## config.mk

```make
export PLATFORM = sky130hd
export DESIGN_NAME = riscv_fetch_queue
export DESIGN_NICKNAME = d
export VERILOG_FILES = /design/src/rtl/riscv_fetch_queue.sv
export SDC_FILE = /design/constraint.sdc
export NUM_CORES = 1
export LEC_CHECK = 0
export CAP_MARGIN = 40
export CELL_PAD_IN_SITES_DETAIL_PLACEMENT = 0
export CELL_PAD_IN_SITES_GLOBAL_PLACEMENT = 1
export CORE_AREA = 2 2 236 238
export CTS_CLUSTER_SIZE = 12
export DETAILED_ROUTE_END_ITERATION = 10
export DIE_AREA = 0 0 238 240
export MAX_ROUTING_LAYER = met4
export PLACE_DENSITY_LB_ADDON = 0.1
export SYNTH_ARGS = -nofsm -noshare
export SYNTH_HDL_FRONTEND = slang
export SYNTH_SLANG_ARGS = --single-unit
```

## constraint.sdc

```tcl
create_clock -name clk -period 7.9 [get_ports clk]
set_input_delay 1.58 -clock clk [delete_from_list [all_inputs] [get_ports clk]]
set_output_delay 1.58 -clock clk [all_outputs]
set_load 0.02 [all_outputs]
```

## src/rtl/riscv_fetch_queue.sv

```systemverilog
// riscv_fetch_queue: decoupled instruction fetch with a packet FIFO.
//   PC side    : pc_next/predict_valid_next in, pc_fetch_now_process and
//                pc_next_been_accept out; branch_occur/branch_target redirect.
//   Cache side : icache_read_request/icache_pc/icache_flush out,
//                icache_accept, icache_data_valid, icache_inst in.
//   Decode side: fetch_valid/fetch_pc/fetch_inst/fetch_predict_valid and
//                fetch_occupancy out, fetch_result_been_accepted in.
// Up to MAX_OUTSTANDING reads are in flight. After a redirect, responses to
// older reads are swallowed by a drop counter instead of being cancelled.
module riscv_fetch_queue #(
  parameter int unsigned FETCH_WORDS     = 2,
  parameter int unsigned QUEUE_DEPTH     = 4,
  parameter int unsigned MAX_OUTSTANDING = 2,
  parameter logic [31:0] RESET_PC        = 32'h0
) (
  input  logic                           clk,
  input  logic                           srst,
  input  logic [31:0]                    pc_next,
  input  logic                           predict_valid_next,
  output logic [31:0]                    pc_fetch_now_process,
  output logic                           pc_next_been_accept,
  input  logic                           branch_occur,
  input  logic [31:0]                    branch_target,
  output logic                           icache_read_request,
  input  logic                           icache_accept,
  output logic [31:0]                    icache_pc,
  output logic                           icache_flush,
  input  logic                           icache_data_valid,
  input  logic [32*FETCH_WORDS-1:0]      icache_inst,
  output logic                           fetch_valid,
  output logic [31:0]                    fetch_pc,
  output logic [32*FETCH_WORDS-1:0]      fetch_inst,
  output logic                           fetch_predict_valid,
  input  logic                           fetch_result_been_accepted,
  output logic [$clog2(QUEUE_DEPTH):0]   fetch_occupancy
);

  localparam int unsigned W        = 32 * FETCH_WORDS;
  localparam int unsigned QW       = $clog2(QUEUE_DEPTH);
  localparam int unsigned OW       = QW + 1;
  localparam int unsigned TW       = (MAX_OUTSTANDING > 1) ? $clog2(MAX_OUTSTANDING) : 1;
  localparam int unsigned CW       = $clog2(MAX_OUTSTANDING + 1);
  localparam logic [31:0] OFF_MASK = 32'(4 * FETCH_WORDS - 1);

  logic [31:0]   r_pc_process;
  logic          r_pend;
  logic [CW-1:0] r_live;
  logic [CW-1:0] r_drop;
  logic [OW-1:0] r_occ;
  logic [QW-1:0] r_q_rd;
  logic [QW-1:0] r_q_wr;
  logic [W-1:0]  r_q_inst [QUEUE_DEPTH];
  logic [31:0]   r_q_pc   [QUEUE_DEPTH];
  logic          r_q_pred [QUEUE_DEPTH];
  logic [TW-1:0] r_t_rd;
  logic [TW-1:0] r_t_wr;
  logic [31:0]   r_t_pc   [MAX_OUTSTANDING];
  logic          r_t_pred [MAX_OUTSTANDING];

  logic [31:0] w_eff_pc;
  logic        w_pred;
  logic [31:0] w_inflight;
  logic [31:0] w_reserved;
  logic        w_req;
  logic        w_acc;
  logic        w_resp_drop;
  logic        w_resp_live;
  logic        w_keep;
  logic        w_pop;

  function automatic logic [TW-1:0] t_inc(input logic [TW-1:0] p);
    return (32'(p) == MAX_OUTSTANDING - 1) ? '0 : p + TW'(1);
  endfunction

  always_comb begin
    w_eff_pc    = branch_occur ? branch_target : r_pc_process;
    w_pred      = branch_occur | r_pend | predict_valid_next;
    w_inflight  = 32'(r_live) + 32'(r_drop);
    // A redirect frees every queue slot and live reservation this cycle.
    w_reserved  = branch_occur ? '0 : (32'(r_occ) + 32'(r_live));
    w_req       = (w_inflight < MAX_OUTSTANDING) && (w_reserved < QUEUE_DEPTH);
    w_acc       = w_req && icache_accept;
    w_resp_drop = icache_data_valid && (r_drop != '0);
    w_resp_live = icache_data_valid && (r_drop == '0) && (r_live != '0);
    w_keep      = w_resp_live && !branch_occur;
    w_pop       = (r_occ != '0) && fetch_result_been_accepted && !branch_occur;
  end

  always_ff @(posedge clk) begin
    if (srst) begin
      r_pc_process <= RESET_PC;
      r_pend       <= 1'b0;
      r_live       <= '0;
      r_drop       <= '0;
      r_occ        <= '0;
      r_q_rd       <= '0;
      r_q_wr       <= '0;
      r_t_rd       <= '0;
      r_t_wr       <= '0;
      for (int unsigned i = 0; i < QUEUE_DEPTH; i++) begin
        r_q_inst[i] <= '0;
        r_q_pc[i]   <= '0;
        r_q_pred[i] <= 1'b0;
      end
      for (int unsigned i = 0; i < MAX_OUTSTANDING; i++) begin
        r_t_pc[i]   <= '0;
        r_t_pred[i] <= 1'b0;
      end
    end else begin
      if (w_acc) begin
        r_pc_process <= pc_next;
        r_pend       <= 1'b0;
      end else if (branch_occur) begin
        r_pc_process <= branch_target;
        r_pend       <= 1'b1;
      end

      if (branch_occur) begin
        // Every live read becomes a dropped read; a response arriving now
        // retires one of them whichever counter it was charged to.
        r_drop <= r_drop + r_live - CW'(w_resp_drop | w_resp_live);
        r_live <= w_acc ? CW'(1) : '0;
        r_t_rd <= '0;
        r_t_wr <= w_acc ? t_inc('0) : '0;
        if (w_acc) begin
          r_t_pc[0]   <= w_eff_pc;
          r_t_pred[0] <= w_pred;
        end
        r_occ  <= '0;
        r_q_rd <= '0;
        r_q_wr <= '0;
      end else begin
        r_drop <= r_drop - CW'(w_resp_drop);
        r_live <= r_live + CW'(w_acc) - CW'(w_keep);
        if (w_acc) begin
          r_t_pc[r_t_wr]   <= w_eff_pc;
          r_t_pred[r_t_wr] <= w_pred;
          r_t_wr           <= t_inc(r_t_wr);
        end
        if (w_keep) begin
          r_q_inst[r_q_wr] <= icache_inst;
          r_q_pc[r_q_wr]   <= r_t_pc[r_t_rd];
          r_q_pred[r_q_wr] <= r_t_pred[r_t_rd];
          r_q_wr           <= r_q_wr + QW'(1);
          r_t_rd           <= t_inc(r_t_rd);
        end
        if (w_pop) begin
          r_q_rd <= r_q_rd + QW'(1);
        end
        r_occ <= r_occ + OW'(w_keep) - OW'(w_pop);
      end
    end
  end

  assign pc_fetch_now_process = w_eff_pc;
  assign pc_next_been_accept  = w_acc;
  assign icache_read_request  = w_req;
  assign icache_pc            = w_eff_pc & ~OFF_MASK;
  assign icache_flush         = branch_occur;
  assign fetch_valid          = (r_occ != '0);
  assign fetch_pc             = r_q_pc[r_q_rd];
  assign fetch_inst           = r_q_inst[r_q_rd];
  assign fetch_predict_valid  = r_q_pred[r_q_rd];
  assign fetch_occupancy      = r_occ;

endmodule

```

==> impl_results.md <==
* Critical Path End Type: output port
* Mean post-synth cell area at 13.93 um^2
* Final period utilization at 66.14%
* Crit path max fanout at 41
* Switch share at 26.47%
* Total CTS buffers at 54
* Most used DFF post-synth: edfxtp_1
* Total GRT Usage at 20.65%
* First-pass GRT wire length at 85660 um
* WL/cell at 22.24 um
* Dpl ws at 2.646 ns
* Number of nets with antenna violations after routing at 0
* Initial core utilization at 39.68%
* # setup viols final at 0
* Width of the die at 238 um
* Clock Latency Late Sink at 0.59 ns
* Clock tree sinks at 503
* Fmax at 191.4 MHz
* Row count at 86
* Clock power frac at 36.0%
* RSZ-0062 raised after global routing: false
* Syn Inst Count at 1557
* Slew Limit Headroom at 43.84%
* Cell area after placement at 25420 um^2
* IO Port Bufs at 299
* Top Metal Used: met4
* CP Launch Type: primary input
* Largest net degree at the start of global routing at 77
* Power per cell area at 254.3 nW/um^2
* Fin. Hold Viols at 0
* 1st-pass router iterations at 5
* Number of distinct library cells after synthesis at 47
* Final core area utilization at 49.65%
* Hold Path Origin: r_q_rd[1]$_SDFFE_PP0P_
* Sequential share of the synthesized area at 67.37%
* Placed cell count at 2458
* Die area at 57120 um^2
* Routed length on met2 at 28350 um
* Postcts setup bufs at 0
* Tmin final at 5.225 ns
* FF-to-FF setup slack at 4.60 ns
* DRC errors left at 0
* Worst Path Arrival at 3.65 ns
* Seq pwr share at 46.5%
* Layout Cells excl Fill at 2555
* Number of global-route vias before repair at 13740
* Htree depth at 2
* Final Skew at 0.01262 ns
* Post-synth EDFFs at 454
* Initial antenna violation count at 1
* TNS Setup at 0 ns
* Status: finished, final reports clean
* Worst Tran Pin Value at 0.8393 ns
* Total gr overflow at 0
* Flops & latches, synth at 503
* CTS Root Buffer Type: clkbuf_16
* Synthesized area at 21690 um^2
* Drt total wl at 56830 um
* CTS resizes at 0
* Cell internal pwr at 5.074 mW
* Core ar. at 54660 um^2
* Worst-path clk slew at 0.06 ns
* Routability congestion estimate at 0.7628
* Leak Pwr at 9.567 nW
* Hold WS at 0.4825 ns
* Fin nets at 1956
* Total power at 6.900 mW
* WL met3 at 2997 um
* Die Ht at 240 um
* Detail Placement HPWL at 35100 um
* Worst min path class: reg -> reg
* Met1 WL at 24460 um
* Max-cap violations at 0
* Comb power frac at 17.4%
* Yosys Warn Count at 0
* Sw Pwr at 1.827 mW
* Fraction of registers with async set/reset at 0%
* CTS tree: built
* Worst vdd ir at 0.1673 mV
* FF-to-FF End: r_q_pc[2][29]$_SDFFCE_PN0P_
* WS Path Type: in -> out
* Synth-to-Final Area Change at 25.10%
* Final worst slack at 2.675 ns
* Reg2Reg Depth at 6
* Crit path launch: branch_occur
* Reg2Reg Launch Point: r_drop[1]$_SDFF_PP0_
* Worst Path Required at 6.32 ns
* Hold buffers post-CTS at 0
* Top Ports at 303
* 1st-iter DRT viols at 818
* Fin. max-slew vios at 0
* CTS max path bufs at 3
* Final Instance Area at 27140 um^2
* Via-per-instance ratio at 5.129
* Critical path endpoint: pc_fetch_now_process[16]
* DR vias at 13110
* Fraction of layout cells with a size suffix above 1 at 13.84%
cell usage after synthesis, types with 2 or more instances:
library cell,count,share of area [%]
fa_1,2,0.18
buf_1,7,0.12
o221a_1,2,0.10
o21ai_0,5,0.12
o221a_2,30,1.6
xor2_1,3,0.12
xnor2_1,3,0.12
edfxtp_1,454,63
inv_1,75,1.3
o21bai_1,5,0.17
a21oi_1,7,0.16
nand3_1,3,0.069
dfxtp_1,49,4.5
nand2_1,66,1.1
buf_2,51,1.2
and2_1,5,0.14
mux2i_1,66,3.0
buf_6,5,0.26
nor3_1,5,0.12
nand2b_1,2,0.058
mux4_2,97,10
o211ai_1,2,0.069
or3_1,4,0.12
a31oi_1,32,0.92
buf_4,38,1.3
clkbuf_1,38,0.66
nor2b_1,2,0.058
ha_1,9,0.52
or2_2,3,0.087
nor2_1,467,8.1
nand4_1,3,0.087
nor4_1,2,0.058
cell usage in the layout, fill, tap and decap left out, types with 9 or more instances in the layout:
cell type,count
a31oi_1,32
mux4_2,97
clkbuf_1,18
clkdlybuf4s50_1,297
nor2_1,466
dfxtp_1,46
buf_4,21
edfxtp_1,454
o221a_2,30
mux2i_1,66
nand2_1,65
buf_12,9
inv_1,75
clkbuf_16,57
ha_1,9
area by class of cell:
type,count,area [um^2]
Multi-Input combinational cell,842,6151
Tap cell,704,880.8
Fill cell,4831,27530
Clock buffer,78,1535
Timing Repair Buffer,334,3481
Sequential cell,503,14620
Inverter,75,281.5
Antenna cell,1,2.502
Clock inverter,18,182.7
logic make-up (layout without fill, tap and decap cells):
group | after synthesis | count (layout) | synth area share [%]
other | 1 | 4 | 0.01729
flip-flops | 503 | 503 | 67.37
AND/OR/NAND/NOR | 568 | 568 | 10.23
XOR/XNOR | 6 | 6 | 0.2423
AO/OA/AOI/OAI | 91 | 91 | 3.490
adder cells (fa/ha/maj) | 11 | 11 | 0.7037
multiplexers | 163 | 163 | 13.12
buffers and inverters | 214 | 505 | 4.828
critical path, stage by stage:
cell and delay [ns]:
buf_4 0.30, buf_16 0.29, buf_4 0.40, mux2i_1 0.36
inv_1 0.12, clkdlybuf4s50_1 0.56
power groups by stage:
| stage | combinational, mW | sequential, mW | clock [mW] |
|---|---|---|---|
| floorplan | 0.719 | 3.26 | 0 |
| global placement | 1.19 | 3.27 | 0 |
| detailed placement | 1.22 | 3.27 | 0 |
| CTS | 1.23 | 3.21 | 2.54 |
| global route | 1.30 | 3.23 | 2.64 |
| finish | 1.20 | 3.21 | 2.49 |
flip-flops by register name (all words and copies together) (netlist names), 2 cells and up, named ones only:
signal and count:
r_t_pred 2, r_q_pred 4, r_t_pc 64, r_drop 2
fetch_occupancy 3, r_q_wr 2, r_live 2, r_q_inst 256
r_q_pc 128, r_pc_process 32, r_q_rd 2
per-layer routing:
layer  GRT usage, %  up-vias
met5              -        -
met4          4.754        0
li1               -     6092
met3          3.398       64
met2          34.07      354
met1          27.03     6595
how the worst min path moves through the flow:
stage / endpoint / slack (ns) / cells past startpoint
floorplan: flip-flop / 0.45 / 2
finish: flip-flop / 0.48 / 2
CTS: flip-flop / 0.48 / 2
detailed placement: flip-flop / 0.47 / 2
global route: flip-flop / 0.50 / 2
global placement: flip-flop / 0.45 / 2
Power figures use the tool's default switching activity.
